===== src/rtl/cp0_exception_unit_pkg.sv =====
// Shared CP0 definitions: exception type encodings, ExcCode values,
// CP0 register numbers and Status/Cause field positions.
package cp0_exception_unit_pkg;

  localparam int EXC_TYPE_BUS = 4;

  localparam logic [EXC_TYPE_BUS-1:0] EXC_TYPE_NULL = 4'd0;
  localparam logic [EXC_TYPE_BUS-1:0] EXC_TYPE_INT  = 4'd1;
  localparam logic [EXC_TYPE_BUS-1:0] EXC_TYPE_ADEL = 4'd2;
  localparam logic [EXC_TYPE_BUS-1:0] EXC_TYPE_ADES = 4'd3;
  localparam logic [EXC_TYPE_BUS-1:0] EXC_TYPE_SYS  = 4'd4;
  localparam logic [EXC_TYPE_BUS-1:0] EXC_TYPE_BP   = 4'd5;
  localparam logic [EXC_TYPE_BUS-1:0] EXC_TYPE_RI   = 4'd6;
  localparam logic [EXC_TYPE_BUS-1:0] EXC_TYPE_OV   = 4'd7;
  localparam logic [EXC_TYPE_BUS-1:0] EXC_TYPE_ERET = 4'd8;

  localparam logic [4:0] EXCCODE_INT  = 5'd0;
  localparam logic [4:0] EXCCODE_ADEL = 5'd4;
  localparam logic [4:0] EXCCODE_ADES = 5'd5;
  localparam logic [4:0] EXCCODE_SYS  = 5'd8;
  localparam logic [4:0] EXCCODE_BP   = 5'd9;
  localparam logic [4:0] EXCCODE_RI   = 5'd10;
  localparam logic [4:0] EXCCODE_OV   = 5'd12;

  // Bit positions inside mem_exc_flags
  localparam int FLAG_ADEL_FETCH = 0;
  localparam int FLAG_RI         = 1;
  localparam int FLAG_OV         = 2;
  localparam int FLAG_SYS        = 3;
  localparam int FLAG_BP         = 4;
  localparam int FLAG_ADEL_DATA  = 5;
  localparam int FLAG_ADES       = 6;
  localparam int FLAG_ERET       = 7;

  localparam logic [4:0] CP0_REG_BADVADDR = 5'd8;
  localparam logic [4:0] CP0_REG_COUNT    = 5'd9;
  localparam logic [4:0] CP0_REG_COMPARE  = 5'd11;
  localparam logic [4:0] CP0_REG_STATUS   = 5'd12;
  localparam logic [4:0] CP0_REG_CAUSE    = 5'd13;
  localparam logic [4:0] CP0_REG_EPC      = 5'd14;

  localparam int STATUS_IE    = 0;
  localparam int STATUS_EXL   = 1;
  localparam int STATUS_IM_LO = 8;
  localparam logic [31:0] STATUS_WMASK = 32'h0000_FF03;

  localparam int CAUSE_IP_LO = 8;
  localparam int CAUSE_TI    = 30;
  localparam int CAUSE_BD    = 31;

endpackage


===== src/rtl/cp0_exception_unit_if.sv =====
// MEM-stage / MTC0 / MFC0 bundle between the pipeline (master) and CP0 (slave).
interface cp0_exception_unit_if;
  logic [5:0]  hw_int;
  logic        mem_valid;
  logic [31:0] mem_pc;
  logic        mem_in_delay_slot;
  logic [7:0]  mem_exc_flags;
  logic [31:0] mem_bad_addr;
  logic        cp0_we;
  logic [4:0]  cp0_waddr;
  logic [31:0] cp0_wdata;
  logic [4:0]  cp0_raddr;
  logic [31:0] cp0_rdata;
  logic [3:0]  exception_type;
  logic [31:0] cp0_epc;
  logic [31:0] cp0_status;
  logic [31:0] cp0_cause;

  modport master (
    output hw_int, mem_valid, mem_pc, mem_in_delay_slot, mem_exc_flags, mem_bad_addr,
    output cp0_we, cp0_waddr, cp0_wdata, cp0_raddr,
    input  cp0_rdata, exception_type, cp0_epc, cp0_status, cp0_cause
  );

  modport slave (
    input  hw_int, mem_valid, mem_pc, mem_in_delay_slot, mem_exc_flags, mem_bad_addr,
    input  cp0_we, cp0_waddr, cp0_wdata, cp0_raddr,
    output cp0_rdata, exception_type, cp0_epc, cp0_status, cp0_cause
  );
endinterface


===== src/rtl/cp0_exc_arbiter.sv =====
// Combinational MEM-stage exception picker: one exception per cycle, fixed priority.
module cp0_exc_arbiter
  import cp0_exception_unit_pkg::*;
(
  input  logic [7:0]              exc_flags,
  input  logic                    pend,
  input  logic                    mem_valid,
  output logic [EXC_TYPE_BUS-1:0] exc_type,
  output logic [4:0]              exc_code
);

  always_comb begin
    exc_type = EXC_TYPE_NULL;
    exc_code = EXCCODE_INT;
    // Interrupts are only taken against a real instruction so EPC is meaningful
    if (mem_valid) begin
      if (pend) begin
        exc_type = EXC_TYPE_INT;  exc_code = EXCCODE_INT;
      end else if (exc_flags[FLAG_ADEL_FETCH]) begin
        exc_type = EXC_TYPE_ADEL; exc_code = EXCCODE_ADEL;
      end else if (exc_flags[FLAG_RI]) begin
        exc_type = EXC_TYPE_RI;   exc_code = EXCCODE_RI;
      end else if (exc_flags[FLAG_OV]) begin
        exc_type = EXC_TYPE_OV;   exc_code = EXCCODE_OV;
      end else if (exc_flags[FLAG_SYS]) begin
        exc_type = EXC_TYPE_SYS;  exc_code = EXCCODE_SYS;
      end else if (exc_flags[FLAG_BP]) begin
        exc_type = EXC_TYPE_BP;   exc_code = EXCCODE_BP;
      end else if (exc_flags[FLAG_ADEL_DATA]) begin
        exc_type = EXC_TYPE_ADEL; exc_code = EXCCODE_ADEL;
      end else if (exc_flags[FLAG_ADES]) begin
        exc_type = EXC_TYPE_ADES; exc_code = EXCCODE_ADES;
      end else if (exc_flags[FLAG_ERET]) begin
        exc_type = EXC_TYPE_ERET; exc_code = EXCCODE_INT;
      end
    end
  end

endmodule


===== src/rtl/cp0_exception_unit.sv =====
// CP0 register file plus MEM-stage exception commit. Count/Compare timer is
// built only when CP0_COUNT_TIMER_EN is defined.
module cp0_exception_unit
  import cp0_exception_unit_pkg::*;
#(
  parameter logic [31:0] INIT_STATUS = 32'h0040_0000,
  parameter int          COUNT_DIV   = 2
) (
  input  logic               clk,
  input  logic               rst_n,
  cp0_exception_unit_if.slave bus
);

  if (COUNT_DIV < 1 || COUNT_DIV > 4) begin : g_bad_count_div
    $error("COUNT_DIV must be in 1..4");
  end

  logic [31:0]             status;
  logic [31:0]             epc;
  logic [31:0]             badvaddr;
  logic                    cause_bd;
  logic [1:0]              cause_ip_sw;
  logic [5:0]              cause_ip_hw;
  logic [4:0]              cause_exccode;
  logic                    timer_int;
  logic [7:0]              cause_ip;
  logic [31:0]             cause;
  logic                    pend;
  logic [EXC_TYPE_BUS-1:0] exc_type;
  logic [4:0]              exc_code;
  logic                    exc_commit;
  logic                    eret_commit;
  logic                    mtc0_commit;
  logic [31:0]             rd_reg;

  assign cause_ip = {cause_ip_hw[5] | timer_int, cause_ip_hw[4:0], cause_ip_sw};
  assign cause    = {cause_bd, timer_int, 14'd0, cause_ip, 1'b0, cause_exccode, 2'b00};
  assign pend     = status[STATUS_IE] & ~status[STATUS_EXL]
                  & (|(cause_ip & status[STATUS_IM_LO +: 8]));

  cp0_exc_arbiter u_arbiter (
    .exc_flags (bus.mem_exc_flags),
    .pend      (pend),
    .mem_valid (bus.mem_valid),
    .exc_type  (exc_type),
    .exc_code  (exc_code)
  );

  assign exc_commit  = (exc_type != EXC_TYPE_NULL) && (exc_type != EXC_TYPE_ERET);
  assign eret_commit = (exc_type == EXC_TYPE_ERET);
  // An MTC0 alongside any exception belongs to a flushed instruction
  assign mtc0_commit = bus.cp0_we && (exc_type == EXC_TYPE_NULL);

  always_ff @(posedge clk or negedge rst_n) begin
    if (!rst_n) begin
      status        <= INIT_STATUS;
      epc           <= 32'd0;
      badvaddr      <= 32'd0;
      cause_bd      <= 1'b0;
      cause_ip_sw   <= 2'b00;
      cause_ip_hw   <= 6'd0;
      cause_exccode <= 5'd0;
    end else begin
      cause_ip_hw <= bus.hw_int;
      if (exc_commit) begin
        status[STATUS_EXL] <= 1'b1;
        cause_exccode      <= exc_code;
        // Nested exceptions keep the original return point
        if (!status[STATUS_EXL]) begin
          epc      <= bus.mem_in_delay_slot ? bus.mem_pc - 32'd4 : bus.mem_pc;
          cause_bd <= bus.mem_in_delay_slot;
        end
        if (exc_type == EXC_TYPE_ADEL)
          badvaddr <= bus.mem_exc_flags[FLAG_ADEL_FETCH] ? bus.mem_pc : bus.mem_bad_addr;
        else if (exc_type == EXC_TYPE_ADES)
          badvaddr <= bus.mem_bad_addr;
      end else if (eret_commit) begin
        status[STATUS_EXL] <= 1'b0;
      end else if (mtc0_commit) begin
        case (bus.cp0_waddr)
          CP0_REG_STATUS: status      <= (status & ~STATUS_WMASK) | (bus.cp0_wdata & STATUS_WMASK);
          CP0_REG_CAUSE:  cause_ip_sw <= bus.cp0_wdata[CAUSE_IP_LO +: 2];
          CP0_REG_EPC:    epc         <= bus.cp0_wdata;
          default: ;
        endcase
      end
    end
  end

`ifdef CP0_COUNT_TIMER_EN
  localparam logic [1:0] PRESC_LAST = 2'(COUNT_DIV - 1);

  logic [31:0] count;
  logic [31:0] compare;
  logic [1:0]  presc;
  logic        ti_q;

  always_ff @(posedge clk or negedge rst_n) begin
    if (!rst_n) begin
      count   <= 32'd0;
      compare <= 32'd0;
      presc   <= 2'd0;
      ti_q    <= 1'b0;
    end else begin
      if (mtc0_commit && bus.cp0_waddr == CP0_REG_COUNT) begin
        count <= bus.cp0_wdata;
        presc <= 2'd0;
      end else if (presc == PRESC_LAST) begin
        count <= count + 32'd1;
        presc <= 2'd0;
      end else begin
        presc <= presc + 2'd1;
      end
      // A zero Compare disables the timer match
      if (mtc0_commit && bus.cp0_waddr == CP0_REG_COMPARE) begin
        compare <= bus.cp0_wdata;
        ti_q    <= 1'b0;
      end else if (count == compare && compare != 32'd0) begin
        ti_q <= 1'b1;
      end
    end
  end

  assign timer_int = ti_q;
`else
  assign timer_int = 1'b0;
`endif

  function automatic logic reg_writable(input logic [4:0] r);
    case (r)
      CP0_REG_STATUS, CP0_REG_CAUSE, CP0_REG_EPC: return 1'b1;
`ifdef CP0_COUNT_TIMER_EN
      CP0_REG_COUNT, CP0_REG_COMPARE: return 1'b1;
`endif
      default: return 1'b0;
    endcase
  endfunction

  always_comb begin
    rd_reg = 32'd0;
    case (bus.cp0_raddr)
      CP0_REG_BADVADDR: rd_reg = badvaddr;
`ifdef CP0_COUNT_TIMER_EN
      CP0_REG_COUNT:    rd_reg = count;
      CP0_REG_COMPARE:  rd_reg = compare;
`endif
      CP0_REG_STATUS:   rd_reg = status;
      CP0_REG_CAUSE:    rd_reg = cause;
      CP0_REG_EPC:      rd_reg = epc;
      default:          rd_reg = 32'd0;
    endcase
  end

  assign bus.cp0_rdata = (bus.cp0_we && bus.cp0_waddr == bus.cp0_raddr && reg_writable(bus.cp0_raddr))
                         ? bus.cp0_wdata : rd_reg;
  assign bus.cp0_epc   = (bus.cp0_we && bus.cp0_waddr == CP0_REG_EPC) ? bus.cp0_wdata : epc;
  assign bus.exception_type = exc_type;
  assign bus.cp0_status     = status;
  assign bus.cp0_cause      = cause;

endmodule


===== src/flat_wrapper.sv =====
// flat-port wrapper written by rule: the top's interface ports become plain ports
module cp0_exception_unit_flat import cp0_exception_unit_pkg::*;
#(
  parameter logic [31:0] INIT_STATUS = 32'h0040_0000,
  parameter int          COUNT_DIV   = 2
)
  (clk, rst_n, bus_hw_int, bus_mem_valid, bus_mem_pc, bus_mem_in_delay_slot, bus_mem_exc_flags, bus_mem_bad_addr, bus_cp0_we, bus_cp0_waddr, bus_cp0_wdata, bus_cp0_raddr, bus_cp0_rdata, bus_exception_type, bus_cp0_epc, bus_cp0_status, bus_cp0_cause);
  cp0_exception_unit_if bus_i ();
  input  logic clk;
  input  logic rst_n;
  input wire logic [$bits(bus_i.hw_int)-1:0] bus_hw_int;
  input wire logic [$bits(bus_i.mem_valid)-1:0] bus_mem_valid;
  input wire logic [$bits(bus_i.mem_pc)-1:0] bus_mem_pc;
  input wire logic [$bits(bus_i.mem_in_delay_slot)-1:0] bus_mem_in_delay_slot;
  input wire logic [$bits(bus_i.mem_exc_flags)-1:0] bus_mem_exc_flags;
  input wire logic [$bits(bus_i.mem_bad_addr)-1:0] bus_mem_bad_addr;
  input wire logic [$bits(bus_i.cp0_we)-1:0] bus_cp0_we;
  input wire logic [$bits(bus_i.cp0_waddr)-1:0] bus_cp0_waddr;
  input wire logic [$bits(bus_i.cp0_wdata)-1:0] bus_cp0_wdata;
  input wire logic [$bits(bus_i.cp0_raddr)-1:0] bus_cp0_raddr;
  output wire logic [$bits(bus_i.cp0_rdata)-1:0] bus_cp0_rdata;
  output wire logic [$bits(bus_i.exception_type)-1:0] bus_exception_type;
  output wire logic [$bits(bus_i.cp0_epc)-1:0] bus_cp0_epc;
  output wire logic [$bits(bus_i.cp0_status)-1:0] bus_cp0_status;
  output wire logic [$bits(bus_i.cp0_cause)-1:0] bus_cp0_cause;
  assign bus_i.hw_int = bus_hw_int;
  assign bus_i.mem_valid = bus_mem_valid;
  assign bus_i.mem_pc = bus_mem_pc;
  assign bus_i.mem_in_delay_slot = bus_mem_in_delay_slot;
  assign bus_i.mem_exc_flags = bus_mem_exc_flags;
  assign bus_i.mem_bad_addr = bus_mem_bad_addr;
  assign bus_i.cp0_we = bus_cp0_we;
  assign bus_i.cp0_waddr = bus_cp0_waddr;
  assign bus_i.cp0_wdata = bus_cp0_wdata;
  assign bus_i.cp0_raddr = bus_cp0_raddr;
  assign bus_cp0_rdata = bus_i.cp0_rdata;
  assign bus_exception_type = bus_i.exception_type;
  assign bus_cp0_epc = bus_i.cp0_epc;
  assign bus_cp0_status = bus_i.cp0_status;
  assign bus_cp0_cause = bus_i.cp0_cause;
  cp0_exception_unit #(.INIT_STATUS(INIT_STATUS), .COUNT_DIV(COUNT_DIV)) u_core (.clk(clk), .rst_n(rst_n), .bus(bus_i));
endmodule

===== config.mk =====
export PLATFORM = sky130hd
export DESIGN_NAME = cp0_exception_unit_flat
export DESIGN_NICKNAME = d
export VERILOG_FILES = /design/src/rtl/cp0_exception_unit_pkg.sv /design/src/rtl/cp0_exception_unit_if.sv /design/src/rtl/cp0_exc_arbiter.sv /design/src/rtl/cp0_exception_unit.sv /design/src/flat_wrapper.sv
export SDC_FILE = /design/constraint.sdc
export NUM_CORES = 1
export LEC_CHECK = 0
export BUFFER_PORTS_ARGS = -buffer_cell sky130_fd_sc_hd__buf_4
export CAP_MARGIN = 40
export CORE_MARGIN = 2
export CORE_UTILIZATION = 50
export CTS_BUF_LIST = sky130_fd_sc_hd__clkbuf_16
export CTS_CLUSTER_SIZE = 30
export DETAILED_ROUTE_END_ITERATION = 8
export PLACE_DENSITY = 0.82
export SLEW_MARGIN = 20
export SYNTH_ARGS = -nofsm -noshare
export SYNTH_HDL_FRONTEND = slang
export SYNTH_SLANG_ARGS = --single-unit

===== constraint.sdc =====
create_clock -name clk -period 3.1 [get_ports clk]
set_clock_uncertainty 0.05 [all_clocks]
set_input_delay 0.155 -clock clk [delete_from_list [all_inputs] [get_ports clk]]
set_output_delay 0.155 -clock clk [all_outputs]
set_load 0.01 [all_outputs]

Yosys cells after proc, flatten, opt, wreduce, memory -nomap -nowiden --
Index checks and enable logic that the tools add are counted.
Word-level totals: bits in latches 0, bits in read-only memories 0, register bits after elaboration 110, logic and storage cells 86, memories 0, output and inout port bits 132, bits of input ports 125, bits in writable memories 0
Cells by class: magnitude comparators 0, equality and inequality tests 14, reductions and logical operators 20, add/subtract/negate cells 1, mux-type cells 36, shift operators 0, divide/modulo/power cells 0, bitwise logic cells 7, multipliers 0
Operators by type and width (number):
- 32-bit two-way mux | 11
- 32-bit one-hot mux with 4 select lines | 1
- 4-bit two-way mux | 17
- 5-bit by 4-bit equality test with 1-bit output, second input constant | 7
- 32-bit by 16-bit OR with 32-bit output | 1
- 32-bit by 3-bit subtractor with 32-bit output, second input constant | 1
- 4-bit AND reduction | 3
- 8-bit bitwise AND | 1
- 4-bit by 2-bit equality test with 1-bit output, second input constant | 2
- 8-bit OR reduction | 1
- 3-bit two-way mux | 2
- 2-bit AND reduction | 3
- 2-bit nonzero test | 3
- 3-bit nonzero test | 2
- 5-bit equality test | 1
- 1-bit logical AND | 5
- 4-bit equality test, second input constant | 1
- 4-bit logical NOT | 1
- 2-bit two-way mux | 2
- 4-bit != test, second input constant | 1
- 4-bit nonzero test | 1
- 1-bit two-way mux | 3
- 1-bit inverter | 3
- 3-bit OR reduction | 1
- 3 further kinds | 4

Depth between registers and ports, before layout --
Gate-level depths: netlist of run 1.
depth in word-level cells 15, mapped depth 8, mapped depth without buffers 7

By module --
From an unflattened synthesis of run 1, not the netlist that was laid out.
Second synthesis, totals: cell total of the unflattened synthesis 713, area, all modules 6165.9 um2
Modules (own cells, without submodules):
- cp0_exception_unit | seq. area each 2202.1 um2, times used 1, cells each 688, area an instance 6022.0 um2
- cp0_exc_arbiter | seq. area each 0.0 um2, times used 1, cells each 25, area an instance 143.9 um2

Worst setup path after synthesis of run 1 --
No wires, ideal clock.
path type register to register, start point reg u_core.status[11] (netlist: u_core.bus.cp0_status[11]), end point reg u_core.badvaddr[10], path buffers 1, setup time 0.125 ns, arrival 2.027 ns, stages on the path, launching flop included 7, setup slack 0.898 ns, required time 2.925 ns, period minus slack after synthesis 2.202 ns, path through dfrtp_1 > a22oi_1 > a41oi_2 > a21oi_1 > buf_2 > mux2_2 > mux2_2
On the way: longest elaborated chain between the ends 8, elaborated cells on any way between the ends 13, classes of those cells 3 x eq/ne; 3 x mux; 2 x bitwise; 5 x reduce/logical
Ends and longest elaborated chain:
- from (decl) | RTL line cp0_exception_unit.sv:18 | logic [31:0] status;
- from (signal assigned) | RTL line cp0_exception_unit.sv:81 | CP0_REG_STATUS: status <= (status & ~STATUS_WMASK) | (bus.cp0_wdata & STATUS_WMASK);
- 8-bit bitwise AND * | RTL line cp0_exception_unit.sv:39 | & (|(cause_ip & status[STATUS_IM_LO +: 8]));
- 8-bit OR reduction * | RTL line cp0_exception_unit.sv:39
- 1-bit bitwise AND * | RTL line cp0_exception_unit.sv:39
- 4-bit two-way mux * | RTL line cp0_exc_arbiter.sv:17 | if (pend) begin
- 4-bit two-way mux * | RTL line cp0_exc_arbiter.sv:16 | if (mem_valid) begin
- 4-bit by 2-bit equality test with 1-bit output, or another cell as far along | RTL line cp0_exception_unit.sv:75 | else if (exc_type == EXC_TYPE_ADES)
- 2-bit nonzero test (no line) / 1-bit logical AND (equally long branches)
- 2-bit AND reduction (no line)
- to (signal assigned) | RTL line cp0_exception_unit.sv:74 | badvaddr <= bus.mem_exc_flags[FLAG_ADEL_FETCH] ? bus.mem_pc : bus.mem_bad_addr;
- to (signal assigned) | RTL line cp0_exception_unit.sv:76 | badvaddr <= bus.mem_bad_addr;
- to (decl) | RTL line cp0_exception_unit.sv:20 | logic [31:0] badvaddr;
Mark *: on every way between the ends. The rest lies on a longest branch, timed or not. A chain may end at the register's enable or synchronous reset.

Worst setup path after layout of run 1 --
start point reg u_core.status[15] (netlist: u_core.bus.cp0_status[15]), end point out bus_exception_type[3]
On the way: longest elaborated chain between the ends 5
Ends and longest elaborated chain:
- 8-bit bitwise AND | RTL line cp0_exception_unit.sv:39
- 8-bit OR reduction | RTL line cp0_exception_unit.sv:39
- 1-bit bitwise AND | RTL line cp0_exception_unit.sv:39
- 4-bit two-way mux | RTL line cp0_exc_arbiter.sv:17
- 4-bit two-way mux | RTL line cp0_exc_arbiter.sv:16
- to (decl) | RTL line flat_wrapper.sv:22 | output wire logic [$bits(bus_i.exception_type)-1:0] bus_exception_type;
No other way between the ends.

==> results of run 1 <==
## synth_stat cells (2+ instances only)
| library cell | count |
|---|---|
| mux2_2 | 154 |
| a32o_1 | 5 |
| a222oi_1 | 13 |
| nor3_1 | 10 |
| nor3b_1 | 2 |
| or2_2 | 3 |
| dfrtp_1 | 87 |
| a31oi_1 | 18 |
| buf_2 | 14 |
| nor3_2 | 2 |
| a21boi_0 | 9 |
| nor4_1 | 8 |
| o21ai_0 | 22 |
| or4b_1 | 2 |
| a221oi_1 | 16 |
| a22oi_1 | 5 |
| nand2_1 | 24 |
| buf_4 | 46 |
| conb_1 | 2 |
| or4_1 | 12 |
| a21oi_1 | 6 |
| mux2i_1 | 2 |
| inv_1 | 7 |
| clkbuf_1 | 20 |
| a21o_1 | 3 |
| nand4b_1 | 2 |
| xnor2_1 | 9 |
| or3_1 | 6 |
| nand4_1 | 6 |
| o31ai_1 | 12 |
| nand3_1 | 6 |
| o41ai_1 | 2 |
| xor2_1 | 8 |
| buf_1 | 3 |
| a211oi_1 | 18 |
| nor2_1 | 46 |
| nand2b_1 | 4 |
| o21a_1 | 2 |
## registers in the layout, indices dropped and copies added, names as in the netlist
| name | cells |
|---|---|
| u_core.cause_exccode | 4 |
| u_core.cause_ip_sw | 2 |
| u_core.bus.cp0_status | 10 |
| u_core.badvaddr | 32 |
| u_core.cause_bd | 1 |
| u_core.cause_ip_hw | 6 |
| u_core.epc | 32 |
## logic make-up (layout without fill, tap and decap cells)
| group | Yosys count | count (layout) | share of synthesized area |
|---|---|---|---|
| flops | 87 | 87 | 0.336 |
| mux | 156 | 156 | 0.270 |
| xor+xnor | 17 | 17 | 0.0230 |
| simple gates | 145 | 145 | 0.123 |
| buf+inv | 90 | 266 | 0.0814 |
| fa+ha+maj | 1 | 1 | 0.00193 |
| other cells | 2 | 41 | 0.00116 |
| compound gates | 140 | 140 | 0.164 |
## metrics by stage
stage	cell area [um2]	worst slack, ps	std cells	hold slack (ps)	utilization
final	8590	396	1025	20.6	0.681
after global routing	8590	386	1025	30.3	0.681
after CTS	8590	431	1025	18.4	0.681
after detailed placement	8210	511	1003	193	0.651
after global placement	8180	629	1001	214	0.648
after floorplan	6630	898	677	-191	-
## final cells by class
type | count | area (um2) | share of cell area
clock buffers | 9 | 225 | 0.0262
clock inverters | 6 | 86.3 | 0.0100
inverters | 7 | 26.3 | 0.00306
multi-input cells | 500 | 3960 | 0.461
flip-flops and latches | 87 | 2180 | 0.253
well taps | 172 | 215 | 0.0250
repair buffers | 244 | 1900 | 0.221
## critical path, delay by kind of cell, from the launching register on
family                 cells  cell delay [ps]
AOI/OAI and AO/OA          2              610
buffers and inverters      2              470
DFF                        1              420
and+or+nand+nor            2              650
## how the worst max path moves through the flow
stage	end	slack (ps)	cells past startpoint
after floorplan	u_core.badvaddr[10]	900	6
after global placement	bus_cp0_rdata[31]	630	7
after detailed placement	u_core.badvaddr[22]	510	7
after CTS	bus_exception_type[3]	430	6
after global routing	bus_exception_type[3]	390	6
final	bus_exception_type[3]	400	6
## repair_timing
action | 4_1_cts | 5_1_grt
hold endpoints to repair | 56 | 0
hold buffers | 7 | 0
setup endpoints to repair | 0 | 0
buffers inserted | 0 | 0
## routing by layer
layer	global-route usage	wire length [um]	up-vias
met5	0	0	-
met4	0.129	587	0
met3	0.0766	2120	46
met2	0.533	11200	438
met1	0.372	8380	3085
li1	-	-	2787
## report_power, final
part | switching [mW] | internal (mW) | total, mW
sequential | 0.182 | 1.35 | 1.53
combinational | 0.507 | 0.636 | 1.14
clock | 0.465 | 0.700 | 1.17
total | 1.15 | 2.69 | 3.84
==> flow_summary.toml, run 1 <==
[die]
die_w_um = 118
start_util = 0.514
num_rows = 41
die_h_um = 118
core_mm2 = 0.0126
ios = 257
dieArea_mm2 = 0.0139

[critical_path]
path_cells = "a22oi_1 > a41oi_2 > buf_4 > nand2b_1 > nor3_1 > buf_4"
r2r-end = "u_core.badvaddr[27]"
crit_required_ps = 2890
reg2reg_depth = 7
critPathMaxStageDelay_ps = 420
endpoint_kind = "primary output"
worstSetupPathType = "flop to primary output"
critPathLaunch = "u_core.bus.cp0_status[15]"
cp_max_fo = 9
r2r_start = "u_core.bus.cp0_status[15]"
rrSetupSlack_ps = 460
crit_path_frequent_cell = "buf_4"
slowest_stage = "dfrtp_1"
worstPathArrival_ps = 2500
start_kind = "flop"

[clock_network]
cts_resized = 0
htreeDepth = 3
cts_tree = "built"
root_buffer = "clkbuf_16"
clock_latency_ps = 350
clk_pin_slew_worst_paths_ps = 70
clk_path_buf_depth = 2
cts.sinks = 87
numCtsBuffers = 9

[synthesis]
synth-main-ff-cell = "dfrtp_1"
synth-edff-count = 0
synth_area_mm2 = 0.00648
synth_top_cell_by_area = "dfrtp_1"
ys_seq_area_frac = 0.336
ys_warn_count = 0
netlist.area_leader.share = 0.336
avgSynthCellArea_um2 = 10.2
ys_types = 60
synthArstFlopShare = 1.00
syn-instance-count = 638
synth-seq-cells = 87
synth_area_leaders = "dfrtp_1, mux2_2, buf_4"

[timing]
maxSlewHeadroom = 0.532
finalSetupTns_ps = 0
hold_viol_final = 0
grt_setup_unrepaired = "false"
fin_crit_ps = 2700
finalSetupViolCount = 0
worst_slew_pin_slew_ps = 702
slew_violations = 0
fmax_ghz = 0.370
timing.final.crit_share = 0.872

[cells_and_area]
syn_to_final_growth_pct = 32.5
fill_cells = 948
nets = 975
diodes = 0
drive_gt1_frac = 0.501
final_common_cell = "buf_4"
layout_common_cells = "buf_4, mux2_2, dfrtp_1"

[grt]
grt.overflow.total = 0
grt_pass1_vias = 6381
antenna_found_initial = 0
grt_pass1_wl_um = 34700
grt_max_degree = 52
grtUsageTotal = 0.311

[power_and_ir_drop]
p_per_area_mw_per_mm2 = 447
peakVddDrop_uv = 232
total_power_mw = 3.84
leakage_nw = 3.71

[routing]
firstDrtPassIters = 8
vias = 6356
wl_per_cell_um = 21.7
post-route-drc-count = 0
viasPerCell = 6.20
routed_wl_um = 22200
ant_nets = 0
first_iter_violations = 660

[hold_path]
hold-path-endpoint = "u_core.bus.cp0_status[11]"
min_path_cells = 2
hp-start = "bus_cp0_wdata[11]"
hp-class = "input port to flop"

[placement]
gp_congestion = 0.970
dpl.hpwl_um = 16000
port_buffers = 215

[run_status]
status = "finished, final reports clean"

[flow_run]
maxCapViolations = 0
Power figures use the tool's default switching activity.
==> inputs of run 2 (changes only) <==
==> constraint.sdc (replaced) <==
create_clock -name clk -period 3.1 [get_ports clk]
set_clock_uncertainty 0.05 [all_clocks]
set_input_delay 0.31 -clock clk [delete_from_list [all_inputs] [get_ports clk]]
set_output_delay 0.31 -clock clk [all_outputs]
set_load 0.01 [all_outputs]
==> flow_summary.toml, run 2 (synthesis gave the netlist of run 1 again) <==
[run_status]
status = "finished, final reports clean"

[cells_and_area]
fill_cells = 969
final_area_mm2 = 0.00852
drive_gt1_frac = 0.505
layout_common_cells = "buf_4, mux2_2, dfrtp_1"
diodes = 0
register_area_mm2 = 0.00218
multi_input_area_mm2 = 0.00396
syn_to_final_growth_pct = 31.4
final_common_cell = "buf_4"
nets = 971

[hold_path]
hp-class = "input port to flop"

[die]
dieArea_mm2 = 0.0139
start_util = 0.514
die_h_um = 118
die_w_um = 118
num_rows = 41
core_mm2 = 0.0126
ios = 257

[clock_network]
post_cts_buffers = 0
root_buffer = "clkbuf_16"
htreeDepth = 3
clk_pin_slew_worst_paths_ps = 70
numCtsBuffers = 9
cts_hold_buf = 1
cts.sinks = 87
clk_path_buf_depth = 2
cts_resized = 0
clock_latency_ps = 340
cts_tree = "built"

[grt]
grt_pass1_vias = 6565
grt.overflow.total = 0
grtUsageTotal = 0.311
antenna_found_initial = 0
grt_pass1_wl_um = 34800
grt_max_degree = 35

[timing]
fmax_ghz = 0.342
slew_violations = 0
hold_viol_final = 0
fin_crit_ps = 2920
timing.final.crit_share = 0.942
hold_ws_ps = 16.4
grt_setup_unrepaired = "false"
finalSetupTns_ps = 0
worst_slew_pin_slew_ps = 559
finalSetupViolCount = 0
maxSlewHeadroom = 0.626

[placement]
gp_congestion = 0.959
placed_area_mm2 = 0.00823
port_buffers = 215
dpl.hpwl_um = 16100

[routing]
ant_nets = 0
wl_per_cell_um = 21.5
firstDrtPassIters = 6
viasPerCell = 6.29
vias = 6429
first_iter_violations = 625
routed_wl_um = 22000
post-route-drc-count = 0

[critical_path]
start_kind = "flop"
endpoint_kind = "primary output"
worstPathArrival_ps = 2560
worstSetupPathType = "flop to primary output"
cp_max_fo = 11
crit_required_ps = 2740

[power_and_ir_drop]
p_per_area_mw_per_mm2 = 437
leakage_nw = 3.68
peakVddDrop_uv = 242

[flow_run]
maxCapViolations = 0
-- run 2: cell types whose count changed in the layout (fill, tap and decap cells not counted) --
cell / before / now
inv_1: 7 / 8
clkinv_2: 2 / 0
bufinv_16: 2 / 0
dlygate4sd3_1: 7 / 1
inv_8: 0 / 1
buf_4: 233 / 235
clkinv_4: 1 / 3
inv_6: 0 / 1
-- run 2: layout make-up --
cell class / instances / share of cell area
flip-flops and latches: 87 / 0.256
multi-input cells: 500 / 0.465
clock buffers: 9 / 0.0264
inverters: 7 / 0.00308
well taps: 172 / 0.0253
clock inverters: 7 / 0.00676
repair buffers: 240 / 0.218
-- run 2: final timing paths --
check	slack, ps	to	depth (start not counted)	start
worst max-delay path	180	bus_exception_type[2]	6	u_core.bus.cp0_status[9]
worst min-delay path	20	u_core.cause_ip_hw[1]	1	bus_hw_int[1]
worst max register to register	410	u_core.badvaddr[2]	7	u_core.bus.cp0_status[9]
worst min register to register	460	u_core.badvaddr[21]	1	u_core.badvaddr[21]
max in group asynchronous	1780	u_core.epc[21]	4	rst_n
min in group asynchronous	410	u_core.cause_ip_hw[0]	2	rst_n
-- run 2: per-layer routing --
layer / wire [um] / track usage / vias to the layer above / part of all wire
li1: - / - / 2773 / -
met4: 751 / 0.139 / 0 / 0.034
met1: 8320 / 0.379 / 3160 / 0.38
met5: 0 / 0 / - / 0
met3: 2060 / 0.0630 / 66 / 0.094
met2: 10900 / 0.532 / 430 / 0.49
-- run 2: worst max-delay path, stage by stage, from the launching register on --
cell and delay [ps]:
dfrtp_1 410, a22oi_1 350, a41oi_2 330, buf_4 280, nand2b_1 240, nor3_1 400, buf_4 200
-- run 2: metrics by stage --
stage	instances	setup WS (ps)	util	power [mW]
3_3_place_gp	1004	534	0.650	2.62
3_5_place_dp	1005	459	0.652	2.67
4_1_cts	1022	176	0.675	3.70
6_report	1022	178	0.675	3.73
5_1_grt	1022	68.0	0.675	3.87
2_1_floorplan	677	898	-	2.12
-- run 2: where the power goes --
group	switching, mW	internal [mW]	leakage [nW]
registers	0.187	1.35	1.04
clock network	0.494	0.554	0.139
logic	0.510	0.633	2.50
==> inputs of run 3 (changes only) <==
- CTS_BUF_LIST: sky130_fd_sc_hd__clkbuf_16 -> sky130_fd_sc_hd__clkbuf_4 sky130_fd_sc_hd__clkbuf_8
==> flow_summary.toml, run 3 (synthesis gave the netlist of run 1 again) <==
[timing]
fin_crit_ps = 2980
grt_setup_unrepaired = "false"
finalSetupViolCount = 0
hold_viol_final = 0
slew_violations = 0
timing.final.crit_share = 0.962
worst_slew_pin_slew_ps = 571
fmax_ghz = 0.335
finalSetupTns_ps = 0
maxSlewHeadroom = 0.618

[cells_and_area]
drive_gt1_frac = 0.502
syn_to_final_growth_pct = 30.8
fill_cells = 977
nets = 977
diodes = 0
utilization = 0.672
layout_common_cells = "buf_4, mux2_2, dfrtp_1"
final_common_cell = "buf_4"

[die]
start_util = 0.514
ios = 257
die_w_um = 118
num_rows = 41
core_mm2 = 0.0126
dieArea_mm2 = 0.0139
die_h_um = 118

[grt]
grt.overflow.total = 0
grtUsageTotal = 0.312
grt_max_degree = 35
grt_pass1_vias = 6539
grt_pass1_wl_um = 34800
antenna_found_initial = 0

[routing]
post-route-drc-count = 0
ant_nets = 0
vias = 6444
viasPerCell = 6.27
routed_wl_um = 21900
first_iter_violations = 729
firstDrtPassIters = 6
wl_per_cell_um = 21.3

[critical_path]
start_kind = "flop"
worstSetupPathType = "flop to primary output"
crit_family = "compound AO/OA/AOI/OAI gates"
critPathMaxStageDelay_ps = 420
cp.depth = 6
endpoint_kind = "primary output"
worstPathArrival_ps = 2620
crit_path_frequent_cell = "buf_4"
slowest_stage = "dfrtp_1"
path_buf_inv = 2
reg2reg_depth = 7
cp_max_fo = 11
path_cells = "a22oi_1 > a41oi_2 > buf_4 > nand2b_1 > nor3_1 > buf_4"
crit_required_ps = 2740

[placement]
port_buffers = 215
gp_congestion = 0.959
dpl.hpwl_um = 16100

[clock_network]
clk_pin_slew_worst_paths_ps = 100
clk_path_buf_depth = 2
root_buffer = "clkbuf_8"
cts.sinks = 87
clock_latency_ps = 370
htreeDepth = 3
post_cts_buffers = 0
cts_tree = "built"
numCtsBuffers = 9

[power_and_ir_drop]
leakage_nw = 3.66
peakVddDrop_uv = 231
p_per_area_mw_per_mm2 = 407

[hold_path]
hp-class = "input port to flop"
min_path_cells = 2

[run_status]
status = "finished, final reports clean"

[flow_run]
maxCapViolations = 0
run 3: area by class of cell:
type | instances | area (um2) | share of cell area
clock inverter | 6 | 53.8 | 0.00634
timing repair buffer | 246 | 1910 | 0.226
clock buffer | 10 | 131 | 0.0155
tap | 172 | 215 | 0.0254
sequential | 87 | 2180 | 0.257
multi-input combinational | 500 | 3960 | 0.467
inverter | 7 | 26.3 | 0.00310
run 3: repair_timing:
action / CTS / global route
resized for setup: 0 / 0
hold endpoints to repair: 39 / 0
hold buffers: 7 / 0
run 3: power breakdown:
| group | switching [mW] | leakage [nW] | total [mW] | internal [mW] |
|---|---|---|---|---|
| Combinational | 0.511 | 2.53 | 1.15 | 0.638 |
| Sequential | 0.182 | 1.04 | 1.53 | 1.35 |
| Clock | 0.459 | 0.0924 | 0.772 | 0.313 |
run 3: stage by stage:
step                      total power, mW  hold slack, ps  worst slack (ps)  cell area, um2  std cells
after floorplan                      2.12           -35.6               898            6630        677
after global placement               2.62             369               534            8210       1004
after detailed placement             2.67             244               459            8230       1005
after CTS                            3.43             141               131            8480       1028
after global routing                 3.60             139              9.99            8480       1028
final                                3.45             149               118            8480       1028
run 3: final timing paths:
check                                            end  slack, ps                      from
min reg2reg                      u_core.badvaddr[26]        470       u_core.badvaddr[26]
max in group asynchronous             u_core.epc[21]       1810                     rst_n
min in group asynchronous   u_core.bus.cp0_status[8]        380                     rst_n
max reg2reg                       u_core.badvaddr[1]        410  u_core.bus.cp0_status[9]
max                            bus_exception_type[3]        120  u_core.bus.cp0_status[9]
min                        u_core.bus.cp0_status[11]        150         bus_cp0_wdata[11]
run 3: worst reg2reg max path, delay by kind of cell (launching register included):
family / cells / cell delay, ps
AO/OA/AOI/OAI: 3 / 920
buffers and inverters: 2 / 560
flip-flops: 1 / 420
multiplexers: 1 / 380
AND/OR/NAND/NOR: 1 / 250
run 3: routing by layer:
layer | GRT usage | vias up | part of all wire
met3 | 0.0630 | 71 | 0.10
met1 | 0.393 | 3098 | 0.37
met4 | 0.142 | 0 | 0.039
met2 | 0.516 | 478 | 0.48
li1 | - | 2797 | -
met5 | 0 | - | 0
